### src/rtl/exec_pkg.sv
// Shared definitions for the execution datapath: ALU opcodes, table geometry
// and the reset contents of both lookup tables.
package exec_pkg;

    localparam int TBL_DEPTH = 32;
    localparam int KEY_W     = 5;

    typedef enum logic [3:0] {
        OP_ADD  = 4'h0,
        OP_SUB  = 4'h1,
        OP_AND  = 4'h2,
        OP_OR   = 4'h3,
        OP_XOR  = 4'h4,
        OP_SHL  = 4'h5,
        OP_SHR  = 4'h6,
        OP_ASR  = 4'h7,
        OP_ROL  = 4'h8,
        OP_ROR  = 4'h9,
        OP_NOT  = 4'hA,
        OP_MOV  = 4'hB,
        OP_CMP  = 4'hC,
        OP_INC  = 4'hD,
        OP_DEC  = 4'hE,
        OP_PASS = 4'hF
    } alu_op_t;

    // Selects which reset-content function a table instance uses
    typedef enum logic {
        INIT_ACC,
        INIT_BRANCH
    } lut_init_t;

    // Accumulator-constant table: entry k holds the constant k
    function automatic logic [31:0] acc_lut_default(input int k);
        return 32'(k);
    endfunction

    // Branch-target table: every entry starts at address 0
    function automatic logic [31:0] branch_lut_default(input int k);
        return (k < 0) ? 32'd0 : 32'd0;
    endfunction

    function automatic logic [31:0] lut_default(input lut_init_t kind, input int k);
        return (kind == INIT_ACC) ? acc_lut_default(k) : branch_lut_default(k);
    endfunction

endpackage

### src/rtl/lut_table.sv
// 32-entry register-file lookup table with combinational gated read and a
// single synchronous write port. Reset reloads the selected default contents.
module lut_table
    import exec_pkg::*;
#(
    parameter int        W    = 8,
    parameter lut_init_t INIT = INIT_ACC
) (
    input  logic             clk,
    input  logic             reset,
    input  logic             we,
    input  logic [KEY_W-1:0] waddr,
    input  logic [W-1:0]     wdata,
    input  logic             en,
    input  logic [KEY_W-1:0] raddr,
    output logic [W-1:0]     rdata
);

    logic [W-1:0] mem [TBL_DEPTH];

    // Storage: reset reloads defaults and wins over a write in the same cycle
    always_ff @(posedge clk) begin
        if (reset) begin
            for (int i = 0; i < TBL_DEPTH; i++) begin
                mem[i] <= W'(lut_default(INIT, i));
            end
        end else if (we) begin
            mem[waddr] <= wdata;
        end
    end

    // Read sees pre-edge contents, so a same-cycle write returns the old value
    always_comb begin
        rdata = en ? mem[raddr] : '0;
    end

endmodule

### src/rtl/exec_unit.sv
// Execution datapath of the accumulator CPU: 8-bit ALU with registered
// Z/C/N/V status, plus the accumulator-constant and branch-target tables.
module exec_unit
    import exec_pkg::*;
#(
    parameter int PC_WIDTH = 11
) (
    input  logic                clk,
    input  logic                reset,
    input  logic                alu_optype,
    input  logic [3:0]          alu_op,
    input  logic [7:0]          acc_in,
    input  logic [7:0]          reg_in,
    input  logic                flag_we,
    output logic [7:0]          alu_out,
    output logic                z,
    output logic                c,
    output logic                n,
    output logic                v,
    input  logic [KEY_W-1:0]    key,
    input  logic                acc_lut_en,
    output logic [7:0]          acc_lut_value,
    input  logic                branch_lut_en,
    output logic [PC_WIDTH:0]   branch_pos,
    input  logic                tbl_we,
    input  logic                tbl_sel,
    input  logic [KEY_W-1:0]    tbl_addr,
    input  logic [PC_WIDTH:0]   tbl_wdata
);

    alu_op_t     op;
    logic [7:0]  operand;
    logic [8:0]  add9;
    logic [8:0]  sub9;
    logic        v_add;
    logic        v_sub;
    logic [7:0]  res;
    logic [7:0]  zn_src;
    logic        c_nxt;
    logic        v_nxt;

    assign op = alu_op_t'(alu_op);

    // INC/DEC reuse the adder and subtractor with a constant operand of 1
    always_comb begin
        operand = (op == OP_INC || op == OP_DEC) ? 8'd1 : reg_in;
        add9    = {1'b0, acc_in} + {1'b0, operand};
        sub9    = {1'b0, acc_in} - {1'b0, operand};
        v_add   = (acc_in[7] == operand[7]) && (add9[7] != acc_in[7]);
        v_sub   = (acc_in[7] != operand[7]) && (sub9[7] != acc_in[7]);
    end

    // Result and next-status selection; CMP outputs acc but flags the difference
    always_comb begin
        res   = acc_in;
        c_nxt = 1'b0;
        v_nxt = 1'b0;
        unique case (op)
            OP_ADD, OP_INC: begin
                res   = add9[7:0];
                c_nxt = add9[8];
                v_nxt = v_add;
            end
            OP_SUB, OP_DEC: begin
                res   = sub9[7:0];
                c_nxt = ~sub9[8];
                v_nxt = v_sub;
            end
            OP_CMP: begin
                res   = acc_in;
                c_nxt = ~sub9[8];
                v_nxt = v_sub;
            end
            OP_AND:  res = acc_in & reg_in;
            OP_OR:   res = acc_in | reg_in;
            OP_XOR:  res = acc_in ^ reg_in;
            OP_SHL: begin
                res   = {acc_in[6:0], 1'b0};
                c_nxt = acc_in[7];
            end
            OP_SHR: begin
                res   = {1'b0, acc_in[7:1]};
                c_nxt = acc_in[0];
            end
            OP_ASR: begin
                res   = {acc_in[7], acc_in[7:1]};
                c_nxt = acc_in[0];
            end
            OP_ROL: begin
                res   = {acc_in[6:0], acc_in[7]};
                c_nxt = acc_in[7];
            end
            OP_ROR: begin
                res   = {acc_in[0], acc_in[7:1]};
                c_nxt = acc_in[0];
            end
            OP_NOT:  res = ~acc_in;
            OP_MOV:  res = reg_in;
            OP_PASS: res = acc_in;
            default: res = acc_in;
        endcase
        zn_src = (op == OP_CMP) ? sub9[7:0] : res;
    end

    assign alu_out = alu_optype ? acc_in : res;

    // Status register: loads only on a strobed ALU-type instruction
    always_ff @(posedge clk) begin
        if (reset) begin
            z <= 1'b0;
            c <= 1'b0;
            n <= 1'b0;
            v <= 1'b0;
        end else if (flag_we && !alu_optype) begin
            z <= (zn_src == 8'd0);
            c <= c_nxt;
            n <= zn_src[7];
            v <= v_nxt;
        end
    end

    lut_table #(
        .W    (8),
        .INIT (INIT_ACC)
    ) u_acc_lut (
        .clk   (clk),
        .reset (reset),
        .we    (tbl_we && !tbl_sel),
        .waddr (tbl_addr),
        .wdata (tbl_wdata[7:0]),
        .en    (acc_lut_en),
        .raddr (key),
        .rdata (acc_lut_value)
    );

    lut_table #(
        .W    (PC_WIDTH + 1),
        .INIT (INIT_BRANCH)
    ) u_branch_lut (
        .clk   (clk),
        .reset (reset),
        .we    (tbl_we && tbl_sel),
        .waddr (tbl_addr),
        .wdata (tbl_wdata),
        .en    (branch_lut_en),
        .raddr (key),
        .rdata (branch_pos)
    );

endmodule

### config.mk
export PLATFORM = sky130hd
export DESIGN_NAME = exec_unit
export DESIGN_NICKNAME = d
export VERILOG_FILES = /design/src/rtl/exec_pkg.sv /design/src/rtl/lut_table.sv /design/src/rtl/exec_unit.sv
export SDC_FILE = /design/constraint.sdc
export NUM_CORES = 1
export LEC_CHECK = 0
export CAP_MARGIN = 5
export CORE_ASPECT_RATIO = 0.8
export CORE_UTILIZATION = 56
export DETAILED_ROUTE_END_ITERATION = 16
export GPL_TIMING_DRIVEN = 0
export PLACE_DENSITY_LB_ADDON = 0.05
export SYNTH_ARGS = -nofsm -noshare
export SYNTH_HDL_FRONTEND = slang
export SYNTH_SLANG_ARGS = --single-unit
### constraint.sdc
create_clock -name clk -period 8.13 [get_ports clk]
set_input_delay 0.813 -clock clk [delete_from_list [all_inputs] [get_ports clk]]
set_output_delay 0.813 -clock clk [all_outputs]
set_load 0.01 [all_outputs]
==> summary.txt <==
Clock tree
  • CTS buffer count: 67
  • H-tree depth: 3
  • Clk_lat worst skew: 600 ps
  • Clock-pin slew on the worst setup and hold paths: 60 ps
  • Root Driver: clkbuf_16
  • Clk sinks: 644
  • Post-CTS Setup Bufs: 0
  • CTS tree: built
  • CTS resizes: 0
  • Max clock buf depth: 3
  • Hold_buf cts: 0

Synthesis
  • FF+latch count, synth: 644
  • Asr flop ratio synth: 0
  • Mean Syn Cell Area: 14.54 um^2
  • Post-synthesis sequential area ratio: 0.6018
  • Most used DFF post-synth: edfxtp_1
  • EDFF count, synth: 640
  • Synthesized Nets: 2293
  • Distinct cell type count after synthesis: 71
  • Synth Cell Area: 32070 um^2
  • Mapped Cells: 2206
  • Yosys warning count: 0

Worst hold path
  • Hold Crit Endpoint: n
  • Min-delay src: n
  • Hold Crit Depth: 2
  • Min-delay worst type: reg2reg

GRT
  • First-pass GRT wire length: 126700 um
  • GR Overflow Total: 0
  • Largest net degree at the start of global routing: 15
  • Vias in the first global route: 19364
  • GRT Total Usage: 0.3014
  • Initial antenna violation count: 4

Die
  • Effective utilization at floorplan: 0.5665
  • Die area: 58230 um^2
  • Die width: 269.5 um
  • Die Y: 216.0 um
  • Placeable Area: 56600 um^2
  • Rows: 78
  • # IOs: 82

Routing
  • Routed WL per cell: 27.33 um
  • Vias per cell: 6.179
  • Routed WL: 86140 um
  • Initial drt markers: 2293
  • DR vias: 19475
  • Pre-antenna DRT Iters: 5
  • Post-route ant nets: 0
  • # DRC: 0

Final layout
  • Final Util: 0.6301
  • Area grow syn2layout: 11.23%
  • Layout cells sized above 1: 0.1727
  • Layout Cells excl Fill: 3152
  • Commonest non-fill, non-tap cell in the layout: edfxtp_1
  • Final nets: 2430
  • Most frequent cells in the layout: 640 x edfxtp_1, 561 x and2_1, 200 x mux4_2

Worst setup path
  • Kind of end point of the critical path: primary output
  • Worst EP required: 7320 ps
  • Maximum fanout along the worst path: 10
  • R2r worst-path depth: 2
  • Setup CP Type: in2out
  • Worst setup SP type: primary input
  • Critical Path AT: 5580 ps
  • Crit Reg-Reg Endpoint: z
  • Reg2reg start: z
  • Worst R2R Setup Slack: 7440 ps

Pwr
  • Power per cell area: 210.8 nW/um^2
  • Leak pwr: 12.23 nW
  • Peak supply drop: 0.0001933 V

Timing
  • Slew of the pin with the lowest slew margin: 1299 ps
  • Setup violators final: 0
  • Fmax: 156.5 MHz
  • Pins over their slew limit: 0
  • Min Clock Period, post-route: 6390 ps
  • Slew margin rel.: 0.1338
  • Fin crit share: 0.7859
  • Unrepaired setup endpoints after global routing: false
  • Worst Skew: 0 ps
  • Final Hold Fails: 0
  • Sum Neg Setup Slack: 0 ps
  • Hold slack: 483.6 ps

Run status
  • Outcome: finished clean

Run
  • Number of max-cap violations: 0

Place
  • Dpl hpwl: 62170 um
  • Placed insts: 3034
  • GPL Wtd Cong: 0.9382
  • IO Port Bufs: 68
[worst max-delay path, cell delays in order]
cell and delay, ps:
clkdlybuf4s50_1 510, buf_4 180, buf_2 230, buf_2 260, xor2_1 160, nand3_1 290, nand2_1 270, ha_1 250
buf_2 170, o41ai_1 640, o221ai_1 350, mux2i_1 190, nor4_2 480, mux2_2 240, clkdlybuf4s50_1 530
[worst max-delay path by stage]
| stage | depth (start not counted) | endpoint | slack, ps | start |
|---|---|---|---|---|
| 6_report | 15 | alu_out[7] | 1740 | alu_op[0] |
| 5_1_grt | 15 | alu_out[7] | 1410 | alu_op[0] |
| 4_1_cts | 15 | alu_out[7] | 1760 | alu_op[0] |
| 3_5_place_dp | 15 | alu_out[7] | 1790 | alu_op[0] |
| 3_3_place_gp | 15 | alu_out[7] | 1800 | alu_op[0] |
| 2_1_floorplan | 15 | alu_out[6] | 3630 | alu_op[0] |
[synth_stat cells, types with 4 or more instances]
master,count,area (um^2)
a221oi_1,7,61.31
clkbuf_1,140,525.5
a22oi_1,6,45.04
nand2b_1,9,56.30
mux4_2,200,4504
nand3_1,10,50.05
nor2b_1,31,193.9
nor3_1,11,55.05
a21oi_1,30,150.1
nor3b_1,6,45.04
o21ai_1,9,45.04
buf_2,19,95.09
buf_6,16,180.2
a32oi_1,4,35.03
edfxtp_1,640,19220
or2_2,66,412.9
or3_1,84,525.5
ha_1,35,437.9
a21o_1,4,30.03
dfxtp_1,4,80.08
buf_1,22,82.58
o211ai_1,6,45.04
and2_1,561,3510
mux2i_1,24,240.2
nor2_1,96,360.4
o21ai_0,16,80.08
nand3b_1,4,30.03
inv_1,32,120.1
nand2_1,35,131.4
xnor2_1,6,52.55
a31oi_1,6,37.54
[flip-flops by register name, summed over array words and instances, names as in the netlist]
| signal | count |
|---|---|
| c | 1 |
| u_acc_lut.mem | 256 |
| n | 1 |
| v | 1 |
| z | 1 |
| u_branch_lut.mem | 384 |
[stage by stage]
stage                     cell area (um^2)  power [W]  setup slack, ps
after global routing                 35670   0.007716             1410
after global placement               33700   0.004714             1796
final                                35670   0.007520             1740
after detailed placement             33700   0.004731             1789
after floorplan                      32070   0.004402             3633
after CTS                            35670   0.007526             1759
[power by group]
| group | internal, W | switching (W) |
|---|---|---|
| clock network | 0.00156 | 0.00129 |
| logic | 0.000333 | 0.000478 |
| registers | 0.00381 | 0.0000474 |
| total | 0.00571 | 0.00181 |
[final cells by class]
class	instances	area [um^2]
inverters	34	127.6
clock buffers	89	1790
flip-flops and latches	644	19300
plain buffers	200	905.9
clock inverters	28	176.4
repair buffers	68	680.7
multi-input cells	1328	11740
diodes	1	2.502
well taps	760	950.9
fillers	4284	20940
[per-layer routing]
metal / GRT usage / share of wire
met1: 0.4441 / 0.43
met2: 0.4466 / 0.45
met3: 0.07656 / 0.095
met4: 0.08504 / 0.027
met5: 0 / 0
[logic make-up (layout without fill, tap and decap cells)]
logic type      Yosys count  after routing  share of synthesized area
flops                   644            644                     0.6018
fa+ha+maj                37             37                    0.01491
simple gates            931            931                     0.1724
other cells               0              1                          0
xor+xnor                  8              8                   0.002185
mux                     228            228                     0.1495
compound gates          124            124                    0.02696
buf+inv                 234            419                    0.03223
Note: power is estimated with default switching activity, not from simulation.
